**config.mk**
```make
export PLATFORM = sky130hd
export DESIGN_NAME = ysyx_22041071_axi_rd_resp
export DESIGN_NICKNAME = d
export VERILOG_FILES = /design/src/rtl/ysyx_22041071_axi_rd_resp_pkg.sv /design/src/rtl/ysyx_22041071_axi_burst_addr.sv /design/src/rtl/ysyx_22041071_axi_rd_resp.sv
export SDC_FILE = /design/constraint.sdc
export NUM_CORES = 1
export LEC_CHECK = 0
export CELL_PAD_IN_SITES_DETAIL_PLACEMENT = 0
export CELL_PAD_IN_SITES_GLOBAL_PLACEMENT = 2
export CORE_MARGIN = 5
export CORE_UTILIZATION = 26
export CTS_BUF_LIST = sky130_fd_sc_hd__clkbuf_8
export DETAILED_ROUTE_END_ITERATION = 8
export PLACE_DENSITY = 0.93
export SLEW_MARGIN = 15
export SYNTH_ARGS = -nofsm -noshare
export SYNTH_HDL_FRONTEND = slang
export SYNTH_SLANG_ARGS = --single-unit
```
**constraint.sdc**
```tcl
create_clock -name clk -period 3.45 [get_ports clk]
set_input_delay 0.5175 -clock clk [delete_from_list [all_inputs] [get_ports clk]]
set_output_delay 0.5175 -clock clk [all_outputs]
set_load 0.05 [all_outputs]
```
**src/rtl/ysyx_22041071_axi_rd_resp_pkg.sv**
```systemverilog
`default_nettype none
// ============================================================================
// Module      : ysyx_22041071_axi_rd_resp_pkg
// Description : Shared constants and types for the AXI4 read responder:
//               bus widths, AXI size encodings, response codes, default
//               memory window and the responder state encoding.
// Revision    : 1.0 - initial release
// ============================================================================
package ysyx_22041071_axi_rd_resp_pkg;

    localparam int c_ADDR_BUS       = 64;
    localparam int c_DATA_BUS       = 64;
    localparam int c_AXI_LEN_WIDTH  = 8;
    localparam int c_ID_WIDTH       = 4;

    // AXI ar_size encodings (log2 of bytes per beat)
    localparam logic [1:0] c_SIZE_B = 2'd0;
    localparam logic [1:0] c_SIZE_H = 2'd1;
    localparam logic [1:0] c_SIZE_W = 2'd2;
    localparam logic [1:0] c_SIZE_D = 2'd3;

    localparam logic [1:0] c_RESP_OKAY   = 2'b00;
    localparam logic [1:0] c_RESP_DECERR = 2'b11;

    localparam logic [63:0] c_MEM_BASE = 64'h0000_0000_8000_0000;
    localparam logic [63:0] c_MEM_SIZE = 64'h0000_0000_0800_0000;

    // REQ drives the SRAM, WAIT captures its data, RESP holds the R beat.
    typedef enum logic [1:0] {
        S_IDLE = 2'd0,
        S_REQ  = 2'd1,
        S_WAIT = 2'd2,
        S_RESP = 2'd3
    } state_e;

endpackage
`default_nettype wire

```
**src/rtl/ysyx_22041071_axi_burst_addr.sv**
```systemverilog
`default_nettype none
// ============================================================================
// Module      : ysyx_22041071_axi_burst_addr
// Description : Beat address generator for INCR read bursts. Holds the
//               current beat address, beat counter, burst length and size;
//               produces the aligned SRAM word address, last-beat flag and
//               memory-window decode for the current beat.
// Ports       : i_load/i_addr/i_len/i_size - start a burst
//               i_advance                  - step to the next beat
//               o_word_addr                - beat address, low 3 bits zero
//               o_in_range                 - beat address inside the window
//               o_is_last                  - current beat is the final one
// Revision    : 1.0 - initial release
// ============================================================================
module ysyx_22041071_axi_burst_addr
    import ysyx_22041071_axi_rd_resp_pkg::*;
#(
    parameter int                ADDR_W   = c_ADDR_BUS,
    parameter int                LEN_W    = c_AXI_LEN_WIDTH,
    parameter logic [ADDR_W-1:0] MEM_BASE = ADDR_W'(c_MEM_BASE),
    parameter logic [ADDR_W-1:0] MEM_SIZE = ADDR_W'(c_MEM_SIZE)
) (
    input  logic              clk,
    input  logic              reset,
    input  logic              i_load,
    input  logic [ADDR_W-1:0] i_addr,
    input  logic [LEN_W-1:0]  i_len,
    input  logic [1:0]        i_size,
    input  logic              i_advance,
    output logic [ADDR_W-1:0] o_word_addr,
    output logic              o_in_range,
    output logic              o_is_last
);

    logic [ADDR_W-1:0] beat_addr_q, beat_addr_d;
    logic [LEN_W-1:0]  beat_cnt_q,  beat_cnt_d;
    logic [LEN_W-1:0]  len_q,       len_d;
    logic [1:0]        size_q,      size_d;

    always_comb begin
        beat_addr_d = beat_addr_q;
        beat_cnt_d  = beat_cnt_q;
        len_d       = len_q;
        size_d      = size_q;
        if (i_load) begin
            beat_addr_d = i_addr;
            beat_cnt_d  = '0;
            len_d       = i_len;
            size_d      = i_size;
        end else if (i_advance) begin
            // Unaligned starts are kept as-is; the add wraps modulo 2^ADDR_W.
            beat_addr_d = beat_addr_q + (ADDR_W'(1) << size_q);
            beat_cnt_d  = beat_cnt_q + LEN_W'(1);
        end
    end

    always_ff @(posedge clk) begin
        if (reset) begin
            beat_addr_q <= '0;
            beat_cnt_q  <= '0;
            len_q       <= '0;
            size_q      <= '0;
        end else begin
            beat_addr_q <= beat_addr_d;
            beat_cnt_q  <= beat_cnt_d;
            len_q       <= len_d;
            size_q      <= size_d;
        end
    end

    // Offset compare avoids overflow of MEM_BASE+MEM_SIZE at the top of the
    // address space; addresses below MEM_BASE wrap to huge offsets.
    assign o_in_range  = (beat_addr_q - MEM_BASE) < MEM_SIZE;
    assign o_is_last   = (beat_cnt_q == len_q);
    assign o_word_addr = {beat_addr_q[ADDR_W-1:3], 3'b000};

endmodule
`default_nettype wire

```
**src/rtl/ysyx_22041071_axi_rd_resp.sv**
```systemverilog
`default_nettype none
// ============================================================================
// Module      : ysyx_22041071_axi_rd_resp
// Description : AXI4 read-channel slave. Accepts one AR transaction at a
//               time, walks INCR bursts beat by beat against a 1-cycle
//               latency synchronous SRAM and returns each beat on R with
//               rready backpressure. Out-of-window beats return DECERR/0.
// Ports       : ar_*      - read address channel (slave side)
//               r_*       - read data channel (slave side)
//               mem_en/mem_addr/mem_rdata - SRAM read port
// Revision    : 1.0 - initial release
// ============================================================================
module ysyx_22041071_axi_rd_resp
    import ysyx_22041071_axi_rd_resp_pkg::*;
#(
    parameter int                ADDR_W   = c_ADDR_BUS,
    parameter int                DATA_W   = c_DATA_BUS,
    parameter int                LEN_W    = c_AXI_LEN_WIDTH,
    parameter int                ID_W     = c_ID_WIDTH,
    parameter logic [ADDR_W-1:0] MEM_BASE = ADDR_W'(c_MEM_BASE),
    parameter logic [ADDR_W-1:0] MEM_SIZE = ADDR_W'(c_MEM_SIZE)
) (
    input  logic              clk,
    input  logic              reset,
    input  logic              ar_valid,
    output logic              ar_ready,
    input  logic [ADDR_W-1:0] ar_addr,
    input  logic [LEN_W-1:0]  ar_len,
    input  logic [1:0]        ar_size,
    input  logic [ID_W-1:0]   ar_id,
    output logic              r_valid,
    input  logic              r_ready,
    output logic [DATA_W-1:0] r_data,
    output logic [1:0]        r_resp,
    output logic              r_last,
    output logic [ID_W-1:0]   r_id,
    output logic              mem_en,
    output logic [ADDR_W-1:0] mem_addr,
    input  logic [DATA_W-1:0] mem_rdata
);

    state_e            state_q,   state_d;
    logic              r_valid_q, r_valid_d;
    logic              r_last_q,  r_last_d;
    logic [1:0]        r_resp_q,  r_resp_d;
    logic [DATA_W-1:0] r_data_q,  r_data_d;
    logic [ID_W-1:0]   r_id_q,    r_id_d;
    logic [ID_W-1:0]   id_q,      id_d;

    logic              w_ar_fire;
    logic              w_advance;
    logic              w_in_range;
    logic              w_is_last;
    logic [ADDR_W-1:0] w_word_addr;

    assign ar_ready  = (state_q == S_IDLE) && !reset;
    assign w_ar_fire = ar_valid && ar_ready;
    // Step to the next beat only when a non-final beat is accepted.
    assign w_advance = (state_q == S_RESP) && r_ready && !r_last_q;

    ysyx_22041071_axi_burst_addr #(
        .ADDR_W   (ADDR_W),
        .LEN_W    (LEN_W),
        .MEM_BASE (MEM_BASE),
        .MEM_SIZE (MEM_SIZE)
    ) u_burst_addr (
        .clk         (clk),
        .reset       (reset),
        .i_load      (w_ar_fire),
        .i_addr      (ar_addr),
        .i_len       (ar_len),
        .i_size      (ar_size),
        .i_advance   (w_advance),
        .o_word_addr (w_word_addr),
        .o_in_range  (w_in_range),
        .o_is_last   (w_is_last)
    );

    always_comb begin
        state_d   = state_q;
        r_valid_d = r_valid_q;
        r_last_d  = r_last_q;
        r_resp_d  = r_resp_q;
        r_data_d  = r_data_q;
        r_id_d    = r_id_q;
        id_d      = id_q;
        case (state_q)
            S_IDLE: begin
                if (w_ar_fire) begin
                    id_d    = ar_id;
                    state_d = S_REQ;
                end
            end
            S_REQ: begin
                state_d = S_WAIT;
            end
            S_WAIT: begin
                // SRAM data for the REQ issued last cycle is valid now.
                r_data_d  = w_in_range ? mem_rdata : '0;
                r_resp_d  = w_in_range ? c_RESP_OKAY : c_RESP_DECERR;
                r_last_d  = w_is_last;
                r_id_d    = id_q;
                r_valid_d = 1'b1;
                state_d   = S_RESP;
            end
            S_RESP: begin
                if (r_ready) begin
                    r_valid_d = 1'b0;
                    state_d   = r_last_q ? S_IDLE : S_REQ;
                end
            end
            default: begin
                state_d = S_IDLE;
            end
        endcase
    end

    always_ff @(posedge clk) begin
        if (reset) begin
            state_q   <= S_IDLE;
            r_valid_q <= 1'b0;
            r_last_q  <= 1'b0;
            r_resp_q  <= 2'b00;
            r_data_q  <= '0;
            r_id_q    <= '0;
            id_q      <= '0;
        end else begin
            state_q   <= state_d;
            r_valid_q <= r_valid_d;
            r_last_q  <= r_last_d;
            r_resp_q  <= r_resp_d;
            r_data_q  <= r_data_d;
            r_id_q    <= r_id_d;
            id_q      <= id_d;
        end
    end

    assign r_valid  = r_valid_q;
    assign r_last   = r_last_q;
    assign r_resp   = r_resp_q;
    assign r_data   = r_data_q;
    assign r_id     = r_id_q;
    assign mem_en   = (state_q == S_REQ) && w_in_range && !reset;
    assign mem_addr = w_word_addr;

endmodule
`default_nettype wire

```
==> summary.md, run 1 <==
| Metric | Value |
|---|---|
| Row cnt | `66` |
| Final setup violation count | `0` |
| Synth Area in Simple Gates | `27.2%` |
| IO Port Bufs | `280` |
| Wire length on met3 | `2.76 mm` |
| Placeable Area | `32300 um2` |
| Max Cap Violations | `0` |
| Crit-path cells | `or4_4 -> nor4_4 -> buf_4 -> nand2_1 -> a2111oi_2 -> a21oi_1 -> nor4b_4 -> buf_12` |
| Crit Path Category | `reg2out` |
| Vias in the first global route | `7988` |
| N_diodes | `0` |
| Post-detail-place hpwl | `21.2 mm` |
| Met1 Routed Length | `13.2 mm` |
| Fillers | `3404` |
| Post-synth EDFFs | `0` |
| Highest metal used | `met4` |
| Final nets | `1411` |
| Fin crit period | `3350 ps` |
| Register bit total from synthesis | `159` |
| Post-DR wirelength/cell | `16.9 um` |
| Die W | `190 um` |
| Root buf cell | `clkbuf_8` |
| Antenna Nets Post-Route | `0` |
| Max-slew violations | `0` |
| Fin area | `11700 um2` |
| Routed wl met2 | `12.6 mm` |
| Placed Area | `11200 um2` |
| Outcome | `completed` |
| Synthesized cell area | `8450 um2` |
| Bufs on Longest Clock Path | `2` |
| Share of layout cells above drive strength 1 | `7.42%` |
| Routed vias/inst | `4.76` |
| Peak Freq | `298 MHz` |
| Crit. End Element | `primary output` |
| Clock Sinks | `159` |
| Largest net degree at the start of global routing | `75` |
| Later-pin clock latency in the skew report | `470 ps` |
| Worst slew margin | `31.5%` |
| Final Hold Fails | `0` |
| Crit path DAT | `2830 ps` |
| Initial Utilization | `26.2%` |
| Slowest CP cell | `or4_4` |
| Final GP Congestion | `0.884` |
| Final setup TNS | `0 ps` |
| Clock slew at reported path FFs | `100 ps` |
| Initial antenna violation count | `0` |
| Hold buffers post-CTS | `0` |
| Fin util | `36.3%` |
| Largest family of logic cells by synthesized area | `simple AND/OR/NAND/NOR gates` |
| Slew @ Worst Pin | `1020 ps` |
| Worst Setup Start Kind | `flip-flop` |
| Main synth FF type | `dfxtp_1` |
| Fin crit share | `97.1%` |
| GR Util All Layers | `15.6%` |
| First-pass GRT wire length | `45.3 mm` |
| Num CTS Buffers | `17` |
| Cells after synthesis | `1074` |
| Final wirelength | `29.0 mm` |
| Clock Skews | `20.6 ps` |
| Leakage | `0.00371 uW` |
| Power, Total | `6190 uW` |
| Async set-or-reset flop fraction in the synthesized netlist | `0%` |
| Die Y | `190 um` |
| Synth Area in Adders | `1.87%` |
| TritonCTS clock tree | `built` |
| Via Count | `8130` |
| Pwr per Cell Area | `528 nW/um2` |
| Iteration-0 DRC Markers | `470` |
| Max incr delay on CP | `550 ps` |
| Required @ worst endpoint | `2930 ps` |
| Yosys cell types | `59` |
| Worst Hold Class | `reg2reg` |
| Num ports | `284` |
| RSZ-0062 raised after global routing | `true` |
| Proportion of synthesized area in mux cells | `0.474%` |
| Worst VDD drop | `0.000289 V` |
| Avg Inst Size Synth | `7.86 um2` |
| Total grt overflow | `0` |
| Compound-cell area share of the yosys netlist | `14.2%` |
| Bufs and invs on worst path | `2` |
| Top Family by Delay on Critical Path | `simple AND/OR/NAND/NOR gates` |
| Sequential fraction of the synthesis area | `37.7%` |
| Die Area | `36200 um2` |
| Synth Warn # | `0` |
| Post-route DRC violation count | `0` |
| R2r setup slk | `520 ps` |
| CTS H-tree lvls | `4` |
| DR pass1 iterations | `5` |
| Layout area overhead | `38.6%` |
| XOR/XNOR Fraction of Synth Area | `7.57%` |
| Max FO, Critical Path | `8` |
-- where the power goes --
group          internal [uW]  total [uW]  switching [uW]
registers               2030        2330             299
clock network            575        1380             803
logic                    942        2480            1540
total                   3550        6190            2640
-- final timing paths --
path | to | cells past startpoint | startpoint
hold / removal | r_data[29]$_SDFFE_PP0P_ | 2 | r_data[29]$_SDFFE_PP0P_
hold reg to reg | r_data[29]$_SDFFE_PP0P_ | 2 | r_data[29]$_SDFFE_PP0P_
setup reg to reg | r_resp[0]$_SDFFE_PP0P_ | 9 | u_burst_addr.beat_addr_q[31]$_SDFFE_PP0P_
setup / recovery | mem_en | 8 | u_burst_addr.beat_addr_q[38]$_SDFFE_PP0P_
-- kinds of logic after synthesis --
group,count (synthesis)
XOR/XNOR,73
AND/OR/NAND/NOR,465
adder cells (fa/ha/maj),12
AO/OA/AOI/OAI,189
buffers and inverters,171
multiplexers,4
other,1
flip-flops,159
-- registers in the layout, indices dropped and copies added (netlist names), 2 cells and up --
signal                    count
id_q                          4
r_data                       64
r_id                          4
state_q                       2
u_burst_addr.beat_addr_q     64
u_burst_addr.beat_cnt_q       8
u_burst_addr.len_q            8
u_burst_addr.size_q           2
-- layout by cell type, fill, tap and decap left out, drive strengths merged, types with 15 or more instances in the layout --
cell type      synthesis  layout
a211oi                57      57
nor2                 100     100
nand4                 21      21
nor4                  39      39
nand3                 85      85
xnor2                 58      58
buf                   79      24
nor3                  35      35
inv                   26      31
dfxtp                159     159
nand2                117     117
clkdlybuf4s50          0     278
nand2b                19      19
o21ai                 88      88
xor2                  15      15
clkbuf                66      20
-- area by class of cell --
class / count / area [um2] / share of cell area (%)
clock buffers: 20 / 275 / 2.35
clock inverters: 12 / 101 / 0.865
inverters: 26 / 97.6 / 0.833
multi-input cells: 747 / 4470 / 38.2
flip-flops and latches: 159 / 3200 / 27.3
well taps: 442 / 553 / 4.72
repair buffers: 302 / 3010 / 25.7
-- metrics by stage --
step	instances	setup slack (ps)	hold WS (ps)
finish	1708	99.1	446
global route	1708	-53.3	465
CTS	1704	16.1	450
detailed placement	1672	387	436
global placement	1672	374	431
floorplan	1076	146	449
-- cells in the mapped netlist (21+ instances only) --
cell type / number / area share (%)
a211oi_1: 56 / 5.0
buf_4: 66 / 5.9
clkbuf_1: 66 / 2.9
dfxtp_1: 159 / 38
inv_1: 26 / 1.2
nand2_1: 117 / 5.2
nand3_1: 85 / 5.0
nand4_1: 21 / 1.6
nor2_1: 100 / 4.4
nor3_1: 35 / 2.1
nor4_1: 37 / 2.7
o21ai_0: 38 / 2.3
o21ai_1: 50 / 3.0
xnor2_1: 58 / 6.0
-- worst register-to-register path: stages, from the launching register on --
cell      delay [ps]
dfxtp_1          420
inv_1             90
ha_2             320
nor4bb_1         330
nand4_1          180
a2111o_1         410
nor4_1           200
nand4b_1         200
buf_4            370
o21a_1           320
-- timing repair --
| action | CTS | global route |
|---|---|---|
| setup buffers | 0 | 3 |
| pin swaps | 2 | 6 |
| endpoints found under the setup margin | 1 | 1 |
| resized for setup | 8 | 19 |
| cloned | 0 | 1 |
-- layer usage --
layer,global-route usage [%],up-vias
met2,24.3,313
met5,0,-
li1,-,4041
met1,20.7,3761
met3,5.75,15
met4,3.70,0
No activity file was read; power rests on OpenSTA's default activity.
==> run 2, diff against run 1 <==
Settings changed: SKIP_LAST_GASP set to 1.
==> summary.md, run 2 (same netlist as run 1, synthesis figures left out) <==
| Metric | Value |
|---|---|
| Slew @ Worst Pin | `1030 ps` |
| Flop pwr share | `37.6%` |
| Post-route DRC violation count | `0` |
| Power, Total | `6180 uW` |
| Required @ worst endpoint | `2930 ps` |
| Largest net degree at the start of global routing | `75` |
| Post-DR wirelength/cell | `17.0 um` |
| Num ports | `284` |
| Final GP Congestion | `0.884` |
| Placeable Area | `32300 um2` |
| Layout area overhead | `38.4%` |
| Num CTS Buffers | `17` |
| Pwr per Cell Area | `529 nW/um2` |
| R2r setup slk | `490 ps` |
| Clock Sinks | `159` |
| Final nets | `1411` |
| Max-slew violations | `0` |
| Max Cap Violations | `0` |
| IO Port Bufs | `280` |
| Final wirelength | `29.0 mm` |
| R2R Path End | `r_resp[0]$_SDFFE_PP0P_` |
| DR pass1 iterations | `6` |
| TritonCTS clock tree | `built` |
| Initial Utilization | `26.2%` |
| Total grt overflow | `0` |
| Commonest non-fill, non-tap cell in the layout | `clkdlybuf4s50_1` |
| Fin crit share | `98.0%` |
| GR Util All Layers | `15.6%` |
| Worst Setup Start Kind | `flip-flop` |
| Initial antenna violation count | `0` |
| Int Pwr | `3540 uW` |
| Critical path endpoint | `mem_en` |
| Worst slew margin | `31.1%` |
| Vias in the first global route | `7988` |
| Worst VDD drop | `0.000288 V` |
| Switch Pwr | `2640 uW` |
| Sw Share | `42.7%` |
| Fin area | `11700 um2` |
| Crit Path Category | `reg2out` |
| Gate power share | `40.2%` |
| N_diodes | `0` |
| Die Area | `36200 um2` |
| Final setup violation count | `0` |
| Later-pin clock latency in the skew report | `470 ps` |
| First-pass GRT wire length | `45.3 mm` |
| RSZ-0062 raised after global routing | `true` |
| Leakage | `0.00370 uW` |
| Die Y | `190 um` |
| Worst Hold Class | `reg2reg` |
| Crit path DAT | `2860 ps` |
| Final Hold Fails | `0` |
| Final setup TNS | `0 ps` |
| Origin of the worst min-delay path | `r_data[29]$_SDFFE_PP0P_` |
| Via Count | `8172` |
| Fin crit period | `3380 ps` |
| Crit. End Element | `primary output` |
| Cells on worst reg2reg path | `9` |
| Placed Area | `11200 um2` |
| Bufs on Longest Clock Path | `2` |
| Root buf cell | `clkbuf_8` |
| Most frequent cells in the layout | `278 x clkdlybuf4s50_1, 152 x dfxtp_1, 116 x nand2_1, 99 x nor2_1, 85 x nand3_1` |
| Antenna Nets Post-Route | `0` |
| Post-detail-place hpwl | `21.2 mm` |
| Clock Power Share | `22.2%` |
| Peak Freq | `296 MHz` |
| Routed vias/inst | `4.78` |
| Iteration-0 DRC Markers | `438` |
| Row cnt | `66` |
| Share of layout cells above drive strength 1 | `7.11%` |
| CTS H-tree lvls | `4` |
| Clock slew at reported path FFs | `100 ps` |
| Hold buffers post-CTS | `0` |
| Worst R2R Start | `u_burst_addr.beat_addr_q[31]$_SDFFE_PP0P_` |
| Clock Skews | `20.7 ps` |
| Outcome | `completed` |
| Max FO, Critical Path | `8` |
| Die W | `190 um` |
| CP startpoint | `u_burst_addr.beat_addr_q[38]$_SDFFE_PP0P_` |
[run 2: cell count changes in the layout (fill, tap and decap cells not counted)]
cell and delta:
a21boi_1 -1, nor3_1 +2, nand3_2 -1, nand3_1 +1, nor3_2 -2, a21boi_0 +1
nor4_1 +1, nor4_2 -1
[run 2: timing repair]
action / in CTS / in global routing
pin swaps: 2 / 6
setup endpoints to repair: 1 / 1
buffers inserted: 0 / 3
gates cloned: 0 / 1
gates resized for setup: 8 / 14
[run 2: per-layer routing]
layer | track usage [%] | share of wire (%) | vias to the layer above
li1 | - | - | 4046
met1 | 20.7 | 45 | 3781
met2 | 24.3 | 44 | 323
met3 | 5.75 | 9.6 | 22
met4 | 3.70 | 1.1 | 0
met5 | 0 | 0 | -
[run 2: worst min path at each step]
stage                     cells past startpoint                 endpoint  slack (ps)
after floorplan                               2     id_q[0]$_SDFFE_PP0P_         450
final                                         2  r_data[29]$_SDFFE_PP0P_         450
after global placement                        2  r_data[31]$_SDFFE_PP0P_         430
after detailed placement                      2   r_data[1]$_SDFFE_PP0P_         440
after CTS                                     2   r_data[1]$_SDFFE_PP0P_         450
after global routing                          2  r_data[22]$_SDFFE_PP0P_         460
[run 2: power by group through the flow]
stage	combinational (uW)	clock (uW)	sequential, uW
2_1_floorplan	1870	0	2260
3_3_place_gp	2410	0	2350
3_5_place_dp	2420	0	2350
4_1_cts	2450	1450	2320
5_1_grt	2670	1520	2360
6_report	2480	1370	2320
[run 2: through the flow]
stage / cells / utilization [%] / hold WS (ps) / setup WS [ps]
detailed placement: 1672 / 34.7 / 436 / 387
floorplan: 1076 / - / 449 / 146
global route: 1708 / 36.2 / 465 / -67.4
global placement: 1672 / 34.7 / 431 / 374
CTS: 1704 / 36.0 / 450 / 16.1
finish: 1708 / 36.2 / 446 / 69.4
[run 2: critical path, stage by stage, from the launching register on]
cell,delay (ps)
dfxtp_4,380
or4_4,550
nor3_1,250
nand3_1,140
a311oi_1,330
nand4_1,190
nor4b_4,370
buf_12,180
[run 2: cell type report]
cell class / instances / area [um2]
Tap cell: 442 / 553
Sequential cell: 159 / 3200
Inverter: 26 / 97.6
Timing Repair Buffer: 302 / 3010
Clock inverter: 12 / 101
Multi-Input combinational cell: 747 / 4450
Fill cell: 3409 / 20600
Clock buffer: 20 / 275
==> run 3, diff against run 2 <==
Settings changed: SETUP_SLACK_MARGIN set to 0.05.
==> summary.md, run 3 (same netlist as run 1, synthesis figures left out) <==
| Metric | Value |
|---|---|
| Iteration-0 DRC Markers | `446` |
| Final setup violation count | `0` |
| Worst VDD drop | `0.000290 V` |
| Final nets | `1411` |
| Commonest non-fill, non-tap cell in the layout | `clkdlybuf4s50_1` |
| Crit path DAT | `2840 ps` |
| Placeable Area | `32300 um2` |
| Die Y | `190 um` |
| Final WS setup | `91.9 ps` |
| GR Util All Layers | `15.6%` |
| Max FO, Critical Path | `9` |
| Post-detail-place hpwl | `21.2 mm` |
| Worst slew margin | `31.5%` |
| Crit. End Element | `primary output` |
| Min-Delay Endpoint | `r_data[29]$_SDFFE_PP0P_` |
| Post-route DRC violation count | `0` |
| Total grt overflow | `0` |
| Slew @ Worst Pin | `1020 ps` |
| Layout area overhead | `38.4%` |
| Num CTS Buffers | `17` |
| Leakage | `0.00370 uW` |
| Fillers | `3407` |
| R2R Path End | `r_resp[0]$_SDFFE_PP0P_` |
| # placed instances | `1672` |
| Post-Layout Cell Count | `1708` |
| Reg area | `3200 um2` |
| Clock slew at reported path FFs | `100 ps` |
| Fin crit period | `3360 ps` |
| IO Port Bufs | `280` |
| Fin crit share | `97.3%` |
| CTS H-tree lvls | `4` |
| Routed vias/inst | `4.79` |
| Hold slack | `446 ps` |
| Clock Skews | `20.7 ps` |
| First-pass GRT wire length | `45.3 mm` |
| Clock Sinks | `159` |
| Final wirelength | `29.1 mm` |
| Num ports | `284` |
| Fin util | `36.2%` |
| Antenna Nets Post-Route | `0` |
| Required @ worst endpoint | `2930 ps` |
| Initial Utilization | `26.2%` |
| Final GP Congestion | `0.884` |
| Later-pin clock latency in the skew report | `470 ps` |
| Fin area | `11700 um2` |
| Die W | `190 um` |
| Outcome | `completed` |
| Worst Setup Start Kind | `flip-flop` |
| RSZ-0062 raised after global routing | `true` |
| Via Count | `8178` |
| Peak Freq | `298 MHz` |
| Area of the multi-input gates | `4460 um2` |
| Worst R2R Start | `u_burst_addr.beat_addr_q[31]$_SDFFE_PP0P_` |
| Row cnt | `66` |
| Initial antenna violation count | `0` |
| N_diodes | `0` |
| Crit Path Category | `reg2out` |
| Worst slack, placed | `387 ps` |
| Max Cap Violations | `0` |
| Vias in the first global route | `7988` |
| Share of layout cells above drive strength 1 | `7.11%` |
| Worst Hold Class | `reg2reg` |
| Placed Area | `11200 um2` |
| DR pass1 iterations | `5` |
| Origin of the worst min-delay path | `r_data[29]$_SDFFE_PP0P_` |
| WHS Path Cells | `2` |
| Root buf cell | `clkbuf_8` |
| Max-slew violations | `0` |
| Final Hold Fails | `0` |
| Most frequent cells in the layout | `278 x clkdlybuf4s50_1, 153 x dfxtp_1, 116 x nand2_1, 99 x nor2_1, 85 x nand3_1` |
| Post-DR wirelength/cell | `17.0 um` |
| TritonCTS clock tree | `built` |
| Largest net degree at the start of global routing | `75` |
| Cells on worst reg2reg path | `9` |
| Die Area | `36200 um2` |
| R2r setup slk | `500 ps` |
| Pwr per Cell Area | `529 nW/um2` |
| Bufs on Longest Clock Path | `2` |
## run 3: cell types whose count changed in the layout (fill, tap and decap cells not counted)
cell,delta
nor3_2,+1
dfxtp_2,-1
dfxtp_1,+1
nor3_1,-1
## run 3: power by group
| group | leakage (uW) | total [uW] | switching, uW | internal [uW] |
|---|---|---|---|---|
| clock network | 0.000194 | 1370 | 799 | 575 |
| logic | 0.00221 | 2480 | 1540 | 940 |
| registers | 0.00130 | 2330 | 299 | 2030 |
## run 3: what timing repair did
item	CTS	global route
setup endpoints to repair	1	1
buffers inserted	0	3
cloned	0	1
gates resized for setup	10	12
hold buffers	0	0
pin swaps	2	6
## run 3: worst max-delay path by stage
stage                                               from      to  slack (ps)
2_1_floorplan  u_burst_addr.beat_addr_q[33]$_SDFFE_PP0P_  mem_en         150
3_3_place_gp   u_burst_addr.beat_addr_q[33]$_SDFFE_PP0P_  mem_en         370
3_5_place_dp   u_burst_addr.beat_addr_q[33]$_SDFFE_PP0P_  mem_en         390
4_1_cts        u_burst_addr.beat_addr_q[38]$_SDFFE_PP0P_  mem_en          60
5_1_grt        u_burst_addr.beat_addr_q[38]$_SDFFE_PP0P_  mem_en         -60
6_report       u_burst_addr.beat_addr_q[33]$_SDFFE_PP0P_  mem_en          90
## run 3: routing by layer
metal  up-vias  GRT usage [%]  share of wire [%]
li1       4036              -                  -
met1      3799           20.7                 46
met2       322           24.3                 44
met3        21           5.75                9.7
met4         0           3.70                1.1
met5         -              0                  0
## run 3: final cells by class
cell class | instances | share of cell area [%]
Clock inverter | 12 | 0.867
Tap cell | 442 | 4.73
Clock buffer | 20 | 2.35
Inverter | 26 | 0.835
Multi-Input combinational cell | 747 | 38.1
Sequential cell | 159 | 27.3
Timing Repair Buffer | 302 | 25.8
## run 3: worst max-delay path, stage by stage, from the launching register on
cell and delay (ps):
dfxtp_2 400, or4_2 760, o31ai_1 230, a221oi_1 150
nor2_1 120, nand4_1 140, nor4b_4 370, buf_12 180
## run 3: stage by stage
stage,power [uW],setup TNS [ps]
2_1_floorplan,4130,0
3_3_place_gp,4760,0
3_5_place_dp,4770,0
4_1_cts,6210,0
5_1_grt,6550,-60.6
6_report,6180,0
